**src/rtl/seg7_mux_driver.sv**
```systemverilog
// Multiplexed 7-segment driver: GAP/DRIVE scan over NUM_DIGITS hex digits with frame-synchronous updates.
// Optional leading-zero blanking is enabled by defining SEG7_LEADING_ZERO_BLANK_EN.
module seg7_mux_driver #(
    parameter int NUM_DIGITS     = 4,
    parameter int REFRESH_CYCLES = 25000,
    parameter int GAP_CYCLES     = 2,
    parameter int ACTIVE_LOW     = 0
) (
    input  logic                    i_Clk,
    input  logic                    i_Rst_L,
    input  logic [4*NUM_DIGITS-1:0] i_Value,
    input  logic                    i_Load,
    input  logic                    i_Blank,
    output logic [6:0]              o_Segments,
    output logic [NUM_DIGITS-1:0]   o_Digit_En,
    output logic                    o_Frame_Done
);

    localparam int IW   = (NUM_DIGITS > 1) ? $clog2(NUM_DIGITS) : 1;
    localparam int CMAX = (REFRESH_CYCLES > GAP_CYCLES) ? REFRESH_CYCLES : GAP_CYCLES;
    localparam int CW   = (CMAX > 1) ? $clog2(CMAX) : 1;

    localparam logic [CW-1:0] GAP_LAST   = CW'(GAP_CYCLES - 1);
    localparam logic [CW-1:0] DRIVE_LAST = CW'(REFRESH_CYCLES - 1);
    localparam logic [IW-1:0] IDX_LAST   = IW'(NUM_DIGITS - 1);

    typedef enum logic {ST_GAP, ST_DRIVE} state_t;

    state_t                  state_q;
    logic [CW-1:0]           cnt_q;
    logic [IW-1:0]           idx_q;
    logic [4*NUM_DIGITS-1:0] shadow_q;
    logic [4*NUM_DIGITS-1:0] active_q;
    logic [6:0]              seg_q;
    logic [NUM_DIGITS-1:0]   en_q;
    logic                    done_q;

    logic [3:0]              nib;
    logic [6:0]              seg_d;
    logic [NUM_DIGITS-1:0]   en_d;

    function automatic logic [6:0] encode(input logic [3:0] n);
        case (n)
            4'h0: encode = 7'h7E;
            4'h1: encode = 7'h30;
            4'h2: encode = 7'h6D;
            4'h3: encode = 7'h79;
            4'h4: encode = 7'h33;
            4'h5: encode = 7'h5B;
            4'h6: encode = 7'h5F;
            4'h7: encode = 7'h70;
            4'h8: encode = 7'h7F;
            4'h9: encode = 7'h7B;
            4'hA: encode = 7'h77;
            4'hB: encode = 7'h1F;
            4'hC: encode = 7'h4E;
            4'hD: encode = 7'h3D;
            4'hE: encode = 7'h4F;
            default: encode = 7'h47;
        endcase
    endfunction

`ifdef SEG7_LEADING_ZERO_BLANK_EN
    logic [IW-1:0] msd;

    // Highest nonzero nibble; stays 0 when all digits are zero so digit 0 is always shown.
    always_comb begin
        msd = '0;
        for (int unsigned i = 0; i < NUM_DIGITS; i++) begin
            if (active_q[4*i +: 4] != 4'h0) msd = IW'(i);
        end
    end
`endif

    always_comb begin
        nib  = '0;
        en_d = '0;
        for (int unsigned i = 0; i < NUM_DIGITS; i++) begin
            if (idx_q == IW'(i)) begin
                nib     = active_q[4*i +: 4];
                en_d[i] = 1'b1;
            end
        end
        if (state_q != ST_DRIVE) en_d = '0;

        seg_d = encode(nib);
        if (state_q != ST_DRIVE || i_Blank) seg_d = '0;
`ifdef SEG7_LEADING_ZERO_BLANK_EN
        if (idx_q > msd) seg_d = '0;
`endif
    end

    always_ff @(posedge i_Clk) begin
        if (!i_Rst_L) begin
            state_q  <= ST_GAP;
            cnt_q    <= '0;
            idx_q    <= '0;
            shadow_q <= '0;
            active_q <= '0;
            seg_q    <= '0;
            en_q     <= '0;
            done_q   <= 1'b0;
        end else begin
            seg_q  <= seg_d;
            en_q   <= en_d;
            done_q <= 1'b0;
            if (i_Load) shadow_q <= i_Value;

            case (state_q)
                ST_GAP: begin
                    if (cnt_q == GAP_LAST) begin
                        cnt_q   <= '0;
                        state_q <= ST_DRIVE;
                        // Frame start: the only point where displayed data may change.
                        if (idx_q == '0) active_q <= shadow_q;
                    end else begin
                        cnt_q <= cnt_q + CW'(1);
                    end
                end
                ST_DRIVE: begin
                    if (cnt_q == DRIVE_LAST) begin
                        cnt_q   <= '0;
                        state_q <= ST_GAP;
                        if (idx_q == IDX_LAST) begin
                            idx_q  <= '0;
                            done_q <= 1'b1;
                        end else begin
                            idx_q <= idx_q + IW'(1);
                        end
                    end else begin
                        cnt_q <= cnt_q + CW'(1);
                    end
                end
                default: state_q <= ST_GAP;
            endcase
        end
    end

    assign o_Segments   = (ACTIVE_LOW != 0) ? ~seg_q : seg_q;
    assign o_Digit_En   = (ACTIVE_LOW != 0) ? ~en_q  : en_q;
    assign o_Frame_Done = done_q;

endmodule
```
**config.mk**
```make
export PLATFORM = sky130hd
export DESIGN_NAME = seg7_mux_driver
export DESIGN_NICKNAME = d
export VERILOG_FILES = /design/src/rtl/seg7_mux_driver.sv
export SDC_FILE = /design/constraint.sdc
export NUM_CORES = 1
export LEC_CHECK = 0
export CAP_MARGIN = 20
export CORE_MARGIN = 2
export CORE_UTILIZATION = 45
export CTS_CLUSTER_SIZE = 10
export DETAILED_ROUTE_END_ITERATION = 8
export GPL_TIMING_DRIVEN = 0
export PLACE_DENSITY = 0.76
export SLEW_MARGIN = 20
export SYNTH_ARGS = -nofsm -noshare
export SYNTH_HDL_FRONTEND = slang
export SYNTH_SLANG_ARGS = --single-unit
```
**constraint.sdc**
```tcl
create_clock -name i_Clk -period 6.2 [get_ports i_Clk]
set_input_delay 0.62 -clock i_Clk [delete_from_list [all_inputs] [get_ports i_Clk]]
set_output_delay 0.62 -clock i_Clk [all_outputs]
set_load 0.005 [all_outputs]
```
Word-level counts from Yosys, hierarchy flattened
Memories as Yosys holds them, arrays and structs flattened. A register that Yosys moved wholly into a read port is not among the register bits.
Index checks and enable logic that the tools add are counted.
{ "op_classes": {"mux": 15, "n_reduce_logical": 7, "eq_ne": 5, "n_addsub": 2, "bitwise": 2} }
{ "ops": {"columns": ["op", "n"], "rows": [
  ["15-bit two-way mux", 2],
  ["15-bit one-hot mux with 2 select lines", 1],
  ["4-bit two-way mux", 4],
  ["15-bit by 1-bit adder with 15-bit output (second input constant)", 1],
  ["15-bit by 1-bit == test with 1-bit output (second input constant)", 1],
  ["15-bit == test (second input constant)", 1],
  ["1-bit two-way mux", 6],
  ["3-bit AND reduction", 2],
  ["2-bit == test (second input constant)", 2],
  ["2-bit AND reduction", 2],
  ["2-bit by 1-bit adder with 2-bit output (second input constant)", 1],
  ["2-bit by 1-bit == test with 1-bit output (second input constant)", 1],
  ["2-bit zero test", 1],
  ["2-bit two-way mux", 1],
  ["1-bit NOT", 2],
  ["1-bit one-hot mux with 2 select lines", 1],
  ["2-bit OR reduction", 1],
  ["1-bit logical OR", 1]
]} }
{ "word_totals": {"mem_bits_ro": 112, "regBits": 55, "n_memories": 1, "input_bits": 20} }
{ "memory_table": {"columns": ["name", "words", "width", "read_ports", "rd_ports_with_merged_regs", "write_ports", "line_no", "rtl"], "rows": [
  ["(no name shown)", 16, 7, 1, 1, 0, "43", "case (n)"]
]} }

Longest topological paths before layout
{ "logic_depth": {"ltp_word": 5, "depth_mapped": 10} }

Least setup slack after synthesis
No wires, ideal clock.
{ "synth_timing": {"path_kind": "reg-to-reg", "startpoint": "register idx_q[0]", "endpoint": "register seg_q[2], in the netlist o_Segments[2]", "t_arrival_ns": 2.259, "stages_incl_launch_ff": 9, "slack_ns": 3.872, "t_required_ns": 6.130, "period_less_slack_ns": 2.328, "cell_sequence": "dfxtp_1 ha_1 clkbuf_1 nor2_1 a221oi_1 inv_1 ha_1 mux2_2 a21oi_1"} }
{ "synth_via": {"elab_chain_cells": 5, "word_cells_on_any_way": 8, "classes_between": "3 x eq/ne; 4 x mux; 1 x reduce/logical"} }
{ "synth_rtl": {"columns": ["item", "line_no", "rtl"], "rows": [
  ["start: declaration", "31", "logic [IW-1:0] idx_q;"],
  ["start signal: assignment", "128", "idx_q <= idx_q + IW'(1);"],
  ["2-bit zero test", "79", "if (idx_q == IW'(i)) begin"],
  ["4-bit two-way mux (3 in a row)", "79", null],
  ["4-bit two-way mux (*)", "79", null],
  ["end: declaration", "34", "logic [6:0] seg_q;"]
]} }
Every way passes the cells marked *; elsewhere a longest branch is shown, timed or not.
A chain may end at the register's enable or synchronous reset.

Worst setup path after layout
Ends and elaborated chain as after synthesis.

==> results.py <==
metrics = {
    "run_status": {
        "outcome": "finished clean",
    },
    "placed_design": {
        "placed_area_um2": 3160,
        "place_hpwl_um": 3550,
        "portBuffers": 30,
        "routabilityCongestion": 0.864,
        "place_ws_ps": 3380,
    },
    "setup_path": {
        "start_kind": "register",
        "crit_fanout": 10,
        "critPathArrivalTime_ps": 3160,
        "worstPathCellList": "ha_1, clkbuf_1, nor2_1, a221oi_1, inv_1, ha_1, mux2_2, a21oi_1",
        "path_common_cell": "ha_1",
        "worstSetupPathType": "register to register",
        "critPathRequiredTime_ps": 6460,
        "cp_top_family": "compound AO/OA/AOI/OAI gates",
        "crit_path_max_incr_delay_ps": 780,
        "crit_slowest_cell": "a221oi_1",
        "endpoint_kind": "register",
        "crit_buf_inv": 2,
    },
    "finish": {
        "final_common_cell": "dfxtp_1",
        "layout_common_cells": "62 x dfxtp_1, 36 x nor2b_1, 36 x mux2i_1",
        "n_antenna_cell": 0,
        "drive_gt1_share_pct": 7.74,
        "utilization_pct": 57.2,
        "nets": 352,
        "design_area_um2": 3380,
        "area_delta_synth_final_pct": 22.2,
    },
    "drt": {
        "via_per_inst": 5.02,
        "route.vias.total": 1998,
        "m1WireLength_um": 2470,
        "dr.pass1.iters": 4,
        "drc": 0,
        "initialDrtViolationCount": 50,
        "route.detailed.wl_per_inst_um": 12.7,
        "antenna_left": 0,
        "wl_met2_um": 2250,
        "wl_met3_um": 219,
        "highest_layer": "met4",
        "routed_wl_um": 5050,
    },
    "sta": {
        "rsz0062_at_grt": "false",
        "setup_viol": 0,
        "setup_slack_ps": 3300,
        "setup_tns_ps": 0,
        "worst_slew_pin_slew_ps": 924,
        "drv_slew": 0,
        "fin_skew_ps": 6.95,
        "period_share_pct": 46.8,
        "hold_violations": 0,
        "max_freq_ghz": 0.345,
        "relSlewSlack_pct": 38.4,
        "fin_crit_ps": 2900,
    },
    "global_routing": {
        "grt_pass1_wl_um": 8800,
        "grt_pass1_vias": 1945,
        "grt_start_max_net_pins": 11,
        "grt_util_all_layers_pct": 17.4,
        "antenna_found_initial": 0,
        "grt-ovfl-total": 0,
    },
    "synth": {
        "synth_cell_types": 40,
        "ys_ff_latch": 62,
        "post-synth-top-area-cell": "dfxtp_1",
        "synthCells": 278,
        "syn_nets": 311,
        "synth.top_cell.area_share_pct": 44.8,
        "synth_async_sr_flop_share_pct": 0,
        "ys_seq_area_share_pct": 44.8,
        "yosys_warnings": 0,
        "synth_edf_count": 0,
        "ys.flop_type": "dfxtp_1",
        "synth_area_leaders": "dfxtp_1 45%, mux2i_1 13%, nor2b_1 8.1%",
        "syn_avg_cell_area_um2": 9.96,
        "synth_area_um2": 2770,
    },
    "die": {
        "dieArea_um2": 6800,
        "rows": 28,
        "die_w_um": 82.4,
        "ios": 32,
        "chipHeight_um": 82.4,
        "initial_utilization_pct": 46.8,
        "core_um2": 5920,
    },
    "clock_tree": {
        "post_cts_resized": 0,
        "cts_hold_buf": 0,
        "clock_latency_ps": 340,
        "post_cts_buffers": 0,
        "htree_levels": 3,
        "clock-root-buffer": "clkbuf_8",
        "clkTransAtPathRegs_ps": 60,
        "cts_inserted_buffers": 9,
        "clockBufferDepth": 2,
        "clock_sinks": 62,
        "tritoncts": "built",
    },
    "worst_hold_path": {
        "hold_path.class": "register to register",
    },
    "power_and_ir_drop": {
        "max-vdd-ir-drop_mv": 0.186,
        "p_per_area_nw_per_um2": 279,
        "power.leakage_nw": 1.39,
    },
    "job": {
        "max-cap-violations": 0,
    },
}
## path summary, 6_finish.rpt
kind                            startpoint       endpoint  slack (ps)  cells past startpoint
worst max-delay path              idx_q[0]  o_Segments[2]        3300                      8
worst min-delay path              cnt_q[0]       cnt_q[0]         490                      1
worst max register to register    idx_q[0]  o_Segments[2]        3300                      8
worst min register to register    cnt_q[0]       cnt_q[0]         490                      1
## logic make-up (layout without fill, tap and decap cells)
kind of cell	Yosys count	count (layout)	share of synthesized area (%)
adders and majority gates	13	13	5.87
and+or+nand+nor	112	112	22.2
xor gates and xnor gates	14	14	4.43
buffers and inverters	22	67	3.84
AOI/OAI and AO/OA	18	18	5.38
DFF	62	62	44.8
muxes	37	37	13.4
## area by class of cell
class	instances	area, um2
fillers	532	2540
multi-input cells	194	1420
flip-flops and latches	62	1240
repair buffers	30	300
clock buffers	11	151
well taps	75	93.8
clock inverters	4	70.1
plain buffers	12	68.8
inverters	10	37.5
## synth_stat cells, types with 3 or more instances
master	n
dfxtp_1	62
mux2i_1	36
nor2b_1	36
nor2_1	27
ha_1	13
nand2_1	11
clkbuf_1	10
inv_1	10
nand3_1	9
xnor2_1	9
xor2_1	5
and3_1	4
nor3b_1	4
a221oi_1	3
nand3b_1	3
o221a_2	3
## layer usage
| layer | vias to the layer above | GRT usage, % |
|---|---|---|
| met4 | 0 | 10.0 |
| li1 | 1034 | - |
| met2 | 36 | 26.9 |
| met3 | 10 | 5.65 |
| met5 | - | 0 |
| met1 | 918 | 21.1 |
## registers in the layout, summed over array words and instances, names as in the netlist
name          flops
state_q           1
idx_q             2
o_Segments        7
o_Digit_En        4
cnt_q            15
o_Frame_Done      1
active_q         16
shadow_q         16
## per-stage QoR
step,total power [mW],cells,hold WS [ps]
floorplan,0.526,278,456
global placement,0.560,383,477
detailed placement,0.563,383,490
CTS,0.959,398,505
global route,0.988,398,527
finish,0.945,398,494
## power breakdown
part / switching (mW) / total [mW] / internal, mW / leakage (nW)
clock: 0.146 / 0.390 / 0.244 / 0.115
sequential: 0.0144 / 0.433 / 0.419 / 0.504
combinational: 0.0548 / 0.122 / 0.0669 / 0.770
No activity file was read; power rests on OpenSTA's default activity.
